File: config.mk
export PLATFORM = sky130hd
export DESIGN_NAME = spi_master_arbiter
export DESIGN_NICKNAME = d
export VERILOG_FILES = /design/src/rtl/spi_master_arbiter.sv
export SDC_FILE = /design/constraint.sdc
export NUM_CORES = 1
export LEC_CHECK = 0
export ABC_AREA = 1
export CAP_MARGIN = 20
export CORE_MARGIN = 5
export CORE_UTILIZATION = 45
export CTS_BUF_LIST = sky130_fd_sc_hd__clkbuf_16
export DETAILED_ROUTE_END_ITERATION = 8
export GPL_ROUTABILITY_DRIVEN = 0
export GPL_TIMING_DRIVEN = 0
export PLACE_DENSITY = 0.79
export SLEW_MARGIN = 20
export SYNTH_ARGS = -nofsm -noshare
export SYNTH_HDL_FRONTEND = slang
export SYNTH_SLANG_ARGS = --single-unit
export TNS_END_PERCENT = 1
File: constraint.sdc
create_clock -name I_clk -period 2.6 [get_ports I_clk]
set_clock_uncertainty 0.05 [all_clocks]
set_input_delay 0.52 -clock I_clk [delete_from_list [all_inputs] [get_ports I_clk]]
set_output_delay 0.52 -clock I_clk [all_outputs]
set_load 0.05 [all_outputs]
File: src/rtl/spi_master_arbiter.sv
// Round-robin sequencer sharing one spi_master among NREQ requesters.
// One transfer in flight at a time; a watchdog aborts transfers that never complete.
module spi_master_arbiter #(
    parameter int NREQ    = 4,
    parameter int WIDTH   = 9,
    parameter int TIMEOUT = 64
) (
    input  logic                    I_clk,
    input  logic                    I_rst,
    input  logic [NREQ-1:0]         I_req,
    input  logic [NREQ*WIDTH-1:0]   I_req_data,
    output logic [NREQ-1:0]         O_gnt,
    output logic [NREQ-1:0]         O_done,
    output logic [7:0]              O_rx_data,
    output logic                    O_timeout,
    output logic                    O_busy,
    output logic                    O_spi_en,
    output logic [WIDTH-1:0]        O_spi_data,
    input  logic                    I_spi_tx_done,
    input  logic                    I_spi_rx_done,
    input  logic [7:0]              I_spi_rx_data
);

    localparam int IW = (NREQ > 1) ? $clog2(NREQ) : 1;
    localparam int CW = $clog2(TIMEOUT);
    localparam logic [CW-1:0] CNT_LAST = CW'(TIMEOUT - 1);
    localparam logic [IW:0]   NREQ_W   = (IW + 1)'(NREQ);

    localparam logic [1:0] ST_IDLE  = 2'd0;
    localparam logic [1:0] ST_ISSUE = 2'd1;
    localparam logic [1:0] ST_WAIT  = 2'd2;
    localparam logic [1:0] ST_DONE  = 2'd3;

    logic [1:0]       state_q, state_d;
    logic [IW-1:0]    ptr_q, ptr_d;
    logic [IW-1:0]    sel_q, sel_d;
    logic [NREQ-1:0]  gnt_q, gnt_d;
    logic [NREQ-1:0]  done_q, done_d;
    logic [7:0]       rx_data_q, rx_data_d;
    logic             timeout_q, timeout_d;
    logic             busy_q, busy_d;
    logic             spi_en_q, spi_en_d;
    logic [WIDTH-1:0] spi_data_q, spi_data_d;
    logic             tx_seen_q, tx_seen_d;
    logic             rx_seen_q, rx_seen_d;
    logic [CW-1:0]    cnt_q, cnt_d;

    // Unpack the flattened request words into an indexable array.
    logic [WIDTH-1:0] slot [NREQ];
    generate
        for (genvar gi = 0; gi < NREQ; gi++) begin : g_slot
            assign slot[gi] = I_req_data[gi*WIDTH +: WIDTH];
        end
    endgenerate

    // Rotate requests so that offset 0 is the current pointer, then take the lowest set bit.
    logic [2*NREQ-1:0] req2;
    logic [NREQ-1:0]   rot;
    logic [IW-1:0]     off;
    logic [IW:0]       sum;
    logic [IW-1:0]     pick;
    logic [NREQ-1:0]   pick_oh;
    logic [IW:0]       inc;
    logic [IW-1:0]     ptr_after;

    assign req2 = {I_req, I_req};
    assign rot  = req2[ptr_q +: NREQ];

    always_comb begin
        off = '0;
        for (int i = NREQ - 1; i >= 0; i--) begin
            if (rot[i]) begin
                off = i[IW-1:0];
            end
        end
    end

    assign sum  = {1'b0, ptr_q} + {1'b0, off};
    assign pick = (sum >= NREQ_W) ? IW'(sum - NREQ_W) : sum[IW-1:0];

    always_comb begin
        pick_oh       = '0;
        pick_oh[pick] = 1'b1;
    end

    assign inc       = {1'b0, sel_q} + (IW + 1)'(1);
    assign ptr_after = (inc >= NREQ_W) ? '0 : inc[IW-1:0];

    logic complete;
    assign complete = (tx_seen_q | I_spi_tx_done) & (rx_seen_q | I_spi_rx_done);

    always_comb begin
        state_d    = state_q;
        ptr_d      = ptr_q;
        sel_d      = sel_q;
        gnt_d      = gnt_q;
        done_d     = done_q;
        rx_data_d  = rx_data_q;
        timeout_d  = timeout_q;
        busy_d     = busy_q;
        spi_en_d   = spi_en_q;
        spi_data_d = spi_data_q;
        tx_seen_d  = tx_seen_q;
        rx_seen_d  = rx_seen_q;
        cnt_d      = cnt_q;

        case (state_q)
            ST_IDLE: begin
                if (|I_req) begin
                    state_d    = ST_ISSUE;
                    sel_d      = pick;
                    gnt_d      = pick_oh;
                    spi_data_d = slot[pick];
                    spi_en_d   = 1'b1;
                    busy_d     = 1'b1;
                end
            end
            ST_ISSUE: begin
                state_d   = ST_WAIT;
                spi_en_d  = 1'b0;
                tx_seen_d = 1'b0;
                rx_seen_d = 1'b0;
                cnt_d     = '0;
            end
            ST_WAIT: begin
                tx_seen_d = tx_seen_q | I_spi_tx_done;
                rx_seen_d = rx_seen_q | I_spi_rx_done;
                if (I_spi_rx_done) begin
                    rx_data_d = I_spi_rx_data;
                end
                // Completion takes priority over a coincident watchdog expiry.
                if (complete) begin
                    state_d = ST_DONE;
                    done_d  = gnt_q;
                end else if (cnt_q == CNT_LAST) begin
                    state_d   = ST_DONE;
                    done_d    = gnt_q;
                    timeout_d = 1'b1;
                    rx_data_d = '0;
                end else begin
                    cnt_d = cnt_q + CW'(1);
                end
            end
            default: begin
                state_d   = ST_IDLE;
                done_d    = '0;
                timeout_d = 1'b0;
                gnt_d     = '0;
                busy_d    = 1'b0;
                ptr_d     = ptr_after;
            end
        endcase
    end

    always_ff @(posedge I_clk) begin
        if (I_rst) begin
            state_q    <= ST_IDLE;
            ptr_q      <= '0;
            sel_q      <= '0;
            gnt_q      <= '0;
            done_q     <= '0;
            rx_data_q  <= '0;
            timeout_q  <= 1'b0;
            busy_q     <= 1'b0;
            spi_en_q   <= 1'b0;
            spi_data_q <= '0;
            tx_seen_q  <= 1'b0;
            rx_seen_q  <= 1'b0;
            cnt_q      <= '0;
        end else begin
            state_q    <= state_d;
            ptr_q      <= ptr_d;
            sel_q      <= sel_d;
            gnt_q      <= gnt_d;
            done_q     <= done_d;
            rx_data_q  <= rx_data_d;
            timeout_q  <= timeout_d;
            busy_q     <= busy_d;
            spi_en_q   <= spi_en_d;
            spi_data_q <= spi_data_d;
            tx_seen_q  <= tx_seen_d;
            rx_seen_q  <= rx_seen_d;
            cnt_q      <= cnt_d;
        end
    end

    assign O_gnt      = gnt_q;
    assign O_done     = done_q;
    assign O_rx_data  = rx_data_q;
    assign O_timeout  = timeout_q;
    assign O_busy     = busy_q;
    assign O_spi_en   = spi_en_q;
    assign O_spi_data = spi_data_q;

endmodule

==> flow_summary_export.csv <==
group,metric,value,unit
pwr,p_leak,1.423,nW
route,ant_nets,0,
synthesis,synth-seq-cells,42,
route,postRouteWirelength,6.539,mm
timing,hold_violations,0,
clock_network,cts_buffers,5,
layout,nets,475,
timing,hold_ws,416.5,ps
status,status,"finished clean",
timing,worst_pin_slew,578.2,ps
clock_network,clock-root-buffer,"clkbuf_16",
critical_path,critical_path_peak_fanout,10,
critical_path,critPathSlowestCell,"clkdlybuf4s50_1",
clock_network,clkLatencyLatePin,280,ps
synthesis,synthCells,330,
global_routing,grt_pass1_vias,2309,
global_routing,grt_max_degree,12,
route,dr.pass1.iters,4,
critical_path,arrival,2580,ps
global_routing,grt_antenna_before_repair,0,
critical_path,path_buf_inv,3,
synthesis,avgSynthCellArea,7.067,um^2
critical_path,cp_slowest_stage_delay,510,ps
timing,slew_violations,0,
synthesis,synth_edf_count,0,
global_routing,grt_usage,19.83,%
global_routing,grt.met2_usage,34.09,%
critical_path,cp_top_family,"buffers and inverters",
clock_network,cts.clk_slew.worst_paths,60,ps
floorplan,die_w,81.99,um
timing,slew_headroom,61.45,%
global_routing,busiest_layer,"met2",
pwr,peakVddDrop,0.7702,mV
flow_run,cap_violations,0,
layout,num-fill-cells,472,
floorplan,core,5075,um^2
synthesis,synth_flop_cell,"dfxtp_1",
floorplan,start_util,45.96,%
route,drc,0,
critical_path,critPathKind,"primary input to flip-flop",
synthesis,seq_area_frac_synth,36.05,%
global_routing,grt_util_met1,25.08,%
layout,antenna_cells,0,
global_routing,gr-total-overflow,0,
route,post_drt_wl_per_cell,13.48,um
timing,fin_crit_sh,94.78,%
critical_path,crit_path_end_kind,"flip-flop",
synthesis,synth_cell_types,30,
clock_network,cts_buffer_depth,2,
synthesis,synth_area,2332,um^2
synthesis,ys_warn_count,0,
worst_hold_path,min-delay-path-class,"flip-flop to flip-flop",
timing,fmax,405.8,MHz
clock_network,cts_tree,"built",
critical_path,cp.required,2710,ps
route,avgViaCountPerCell,5.033,
route,vias,2441,
floorplan,die_h,81.99,um
clock_network,numClockSinks,42,
floorplan,io_pins,80,
layout,layout-drive-gt1-share,10.36,%
route,drtIter0Drc,140,
critical_path,startpoint_type,"primary input",
placement,place.detailed.hpwl,4.991,mm
synthesis,async_reset_ff_share,0,%
synthesis,syn_nets,390,
clock_network,htreeDepth,2,
critical_path,crit_chain,"clkdlybuf4s50_1 -> nand2_1 -> nand3_1 -> nand2_1 -> nand3_1 -> a21boi_2 -> ha_2 -> buf_6 -> buf_8 -> mux2i_2 -> a21oi_2 -> nor2_1 -> nor2_1",
floorplan,dieArea,6722,um^2
timing,finalSetupViolations,0,
global_routing,use_met3,4.496,%
timing,finalCriticalPeriod,2464,ps
timing,setup_tns,0,ps
pwr,powerDensity,1126,nW/um^2
layout,areaGrowthSynthToFinish,44.47,%
layout,fin_util,66.40,%
global_routing,grt_pass1_wl,10.41,mm
floorplan,row_count,26,
placement,port_buffers,77,
-- report_power, final --
group,switching (W),internal [W],total [W]
Clock,0.000227,0.000343,0.000570
Sequential,0.000116,0.000839,0.000955
Combinational,0.00147,0.000798,0.00227
Total,0.00181,0.00198,0.00379
-- synthesized netlist by cell type, drive strengths merged (3+ instances only) --
cell     n  share of area [%]
nand2   85                 15
dfxtp   42                 36
a21oi   40                 10
nor2    37                6.0
nand3   34                8.6
o21ai   23                5.1
inv     22                3.5
mux2i    9                3.9
ha       8                4.3
buf      7                2.2
nor3     6                1.3
clkbuf   5               0.80
clkinv   3               0.54
-- cells in the final DEF, fill, tap and decap left out, types with 7 or more instances in the layout --
cell type        synthesis  layout
nand2_1                 81      81
clkdlybuf4s50_1          0      77
dfxtp_1                 42      42
nor2_1                  37      37
nand3_1                 31      31
a21oi_1                 30      30
o21ai_0                 22      22
inv_1                   20      21
a21oi_2                 10      10
mux2i_1                  9       7
ha_1                     8       7
-- worst register-to-register path, stage by stage (launching register included) --
cell and delay, ps:
dfxtp_1 480, inv_2 90, nand2_1 90, nand3_1 80, nand2_1 120, nand3_1 90, a21boi_2 160, ha_2 290
buf_6 150, buf_8 150, mux2i_2 200, a21oi_2 40, nor2_1 130, nor2_1 60
-- logic make-up (layout without fill, tap and decap cells) --
kind of cell | Yosys count | in the layout | synth area share [%]
simple gates | 164 | 165 | 31.01
buf+inv | 37 | 121 | 7.081
flops | 42 | 42 | 36.05
fa+ha+maj | 8 | 8 | 4.292
xor+xnor | 1 | 1 | 0.3756
mux | 9 | 9 | 3.863
compound gates | 69 | 69 | 17.33
-- layer usage --
metal  part of all wire, %  up-vias
met1                    44     1125
met2                    52       53
met4                  0.21        0
met5                     0        -
met3                   3.7        2
li1                      -     1261
-- sequential cells by signal, indices dropped and copies added, names as in the netlist, 2 cells and up --
name	cells
O_done	4
O_gnt	4
O_rx_data	8
O_spi_data	9
cnt_q	6
ptr_q	2
sel_q	2
state_q	2
-- area by class of cell --
cell class / count / area, um^2 / area share, %
Buffer: 12 / 86.33 / 2.562
Timing Repair Buffer: 77 / 770.7 / 22.87
Sequential cell: 42 / 840.8 / 24.95
Clock inverter: 2 / 7.507 / 0.2228
Inverter: 25 / 97.59 / 2.896
Tap cell: 70 / 87.58 / 2.599
Multi-Input combinational cell: 252 / 1354 / 40.18
Clock buffer: 5 / 125.1 / 3.713
-- per-stage QoR --
step                      area [um^2]  instances  total power, W  setup slack (ps)
after floorplan                  2332        330        0.002513             435.8
after global placement           3191        477        0.003111            -329.7
after detailed placement         3191        477        0.003153            -359.9
after CTS                        3327        484        0.003745             35.28
after global routing             3369        485        0.004066            -17.60
final                            3369        485        0.003794             135.7
-- final timing paths --
path                     startpoint                          to  slack (ps)  cells after the start
max reg2reg   ptr_q[0]$_SDFFE_PP0N_  O_spi_data[3]$_SDFFE_PP0P_         300                     13
min          O_timeout$_SDFFE_PP0P_      O_timeout$_SDFFE_PP0P_         420                      1
min reg2reg  O_timeout$_SDFFE_PP0P_      O_timeout$_SDFFE_PP0P_         420                      1
max                        I_req[1]  O_spi_data[3]$_SDFFE_PP0P_         140                     13
-- repair_timing --
action,CTS,global route
gates cloned,0,1
gates resized for setup,3,12
buffers inserted,0,0
endpoints found under the setup margin,9,12
pin swaps,0,1
hold buffers,0,0
(Power assumes the default switching activity.)
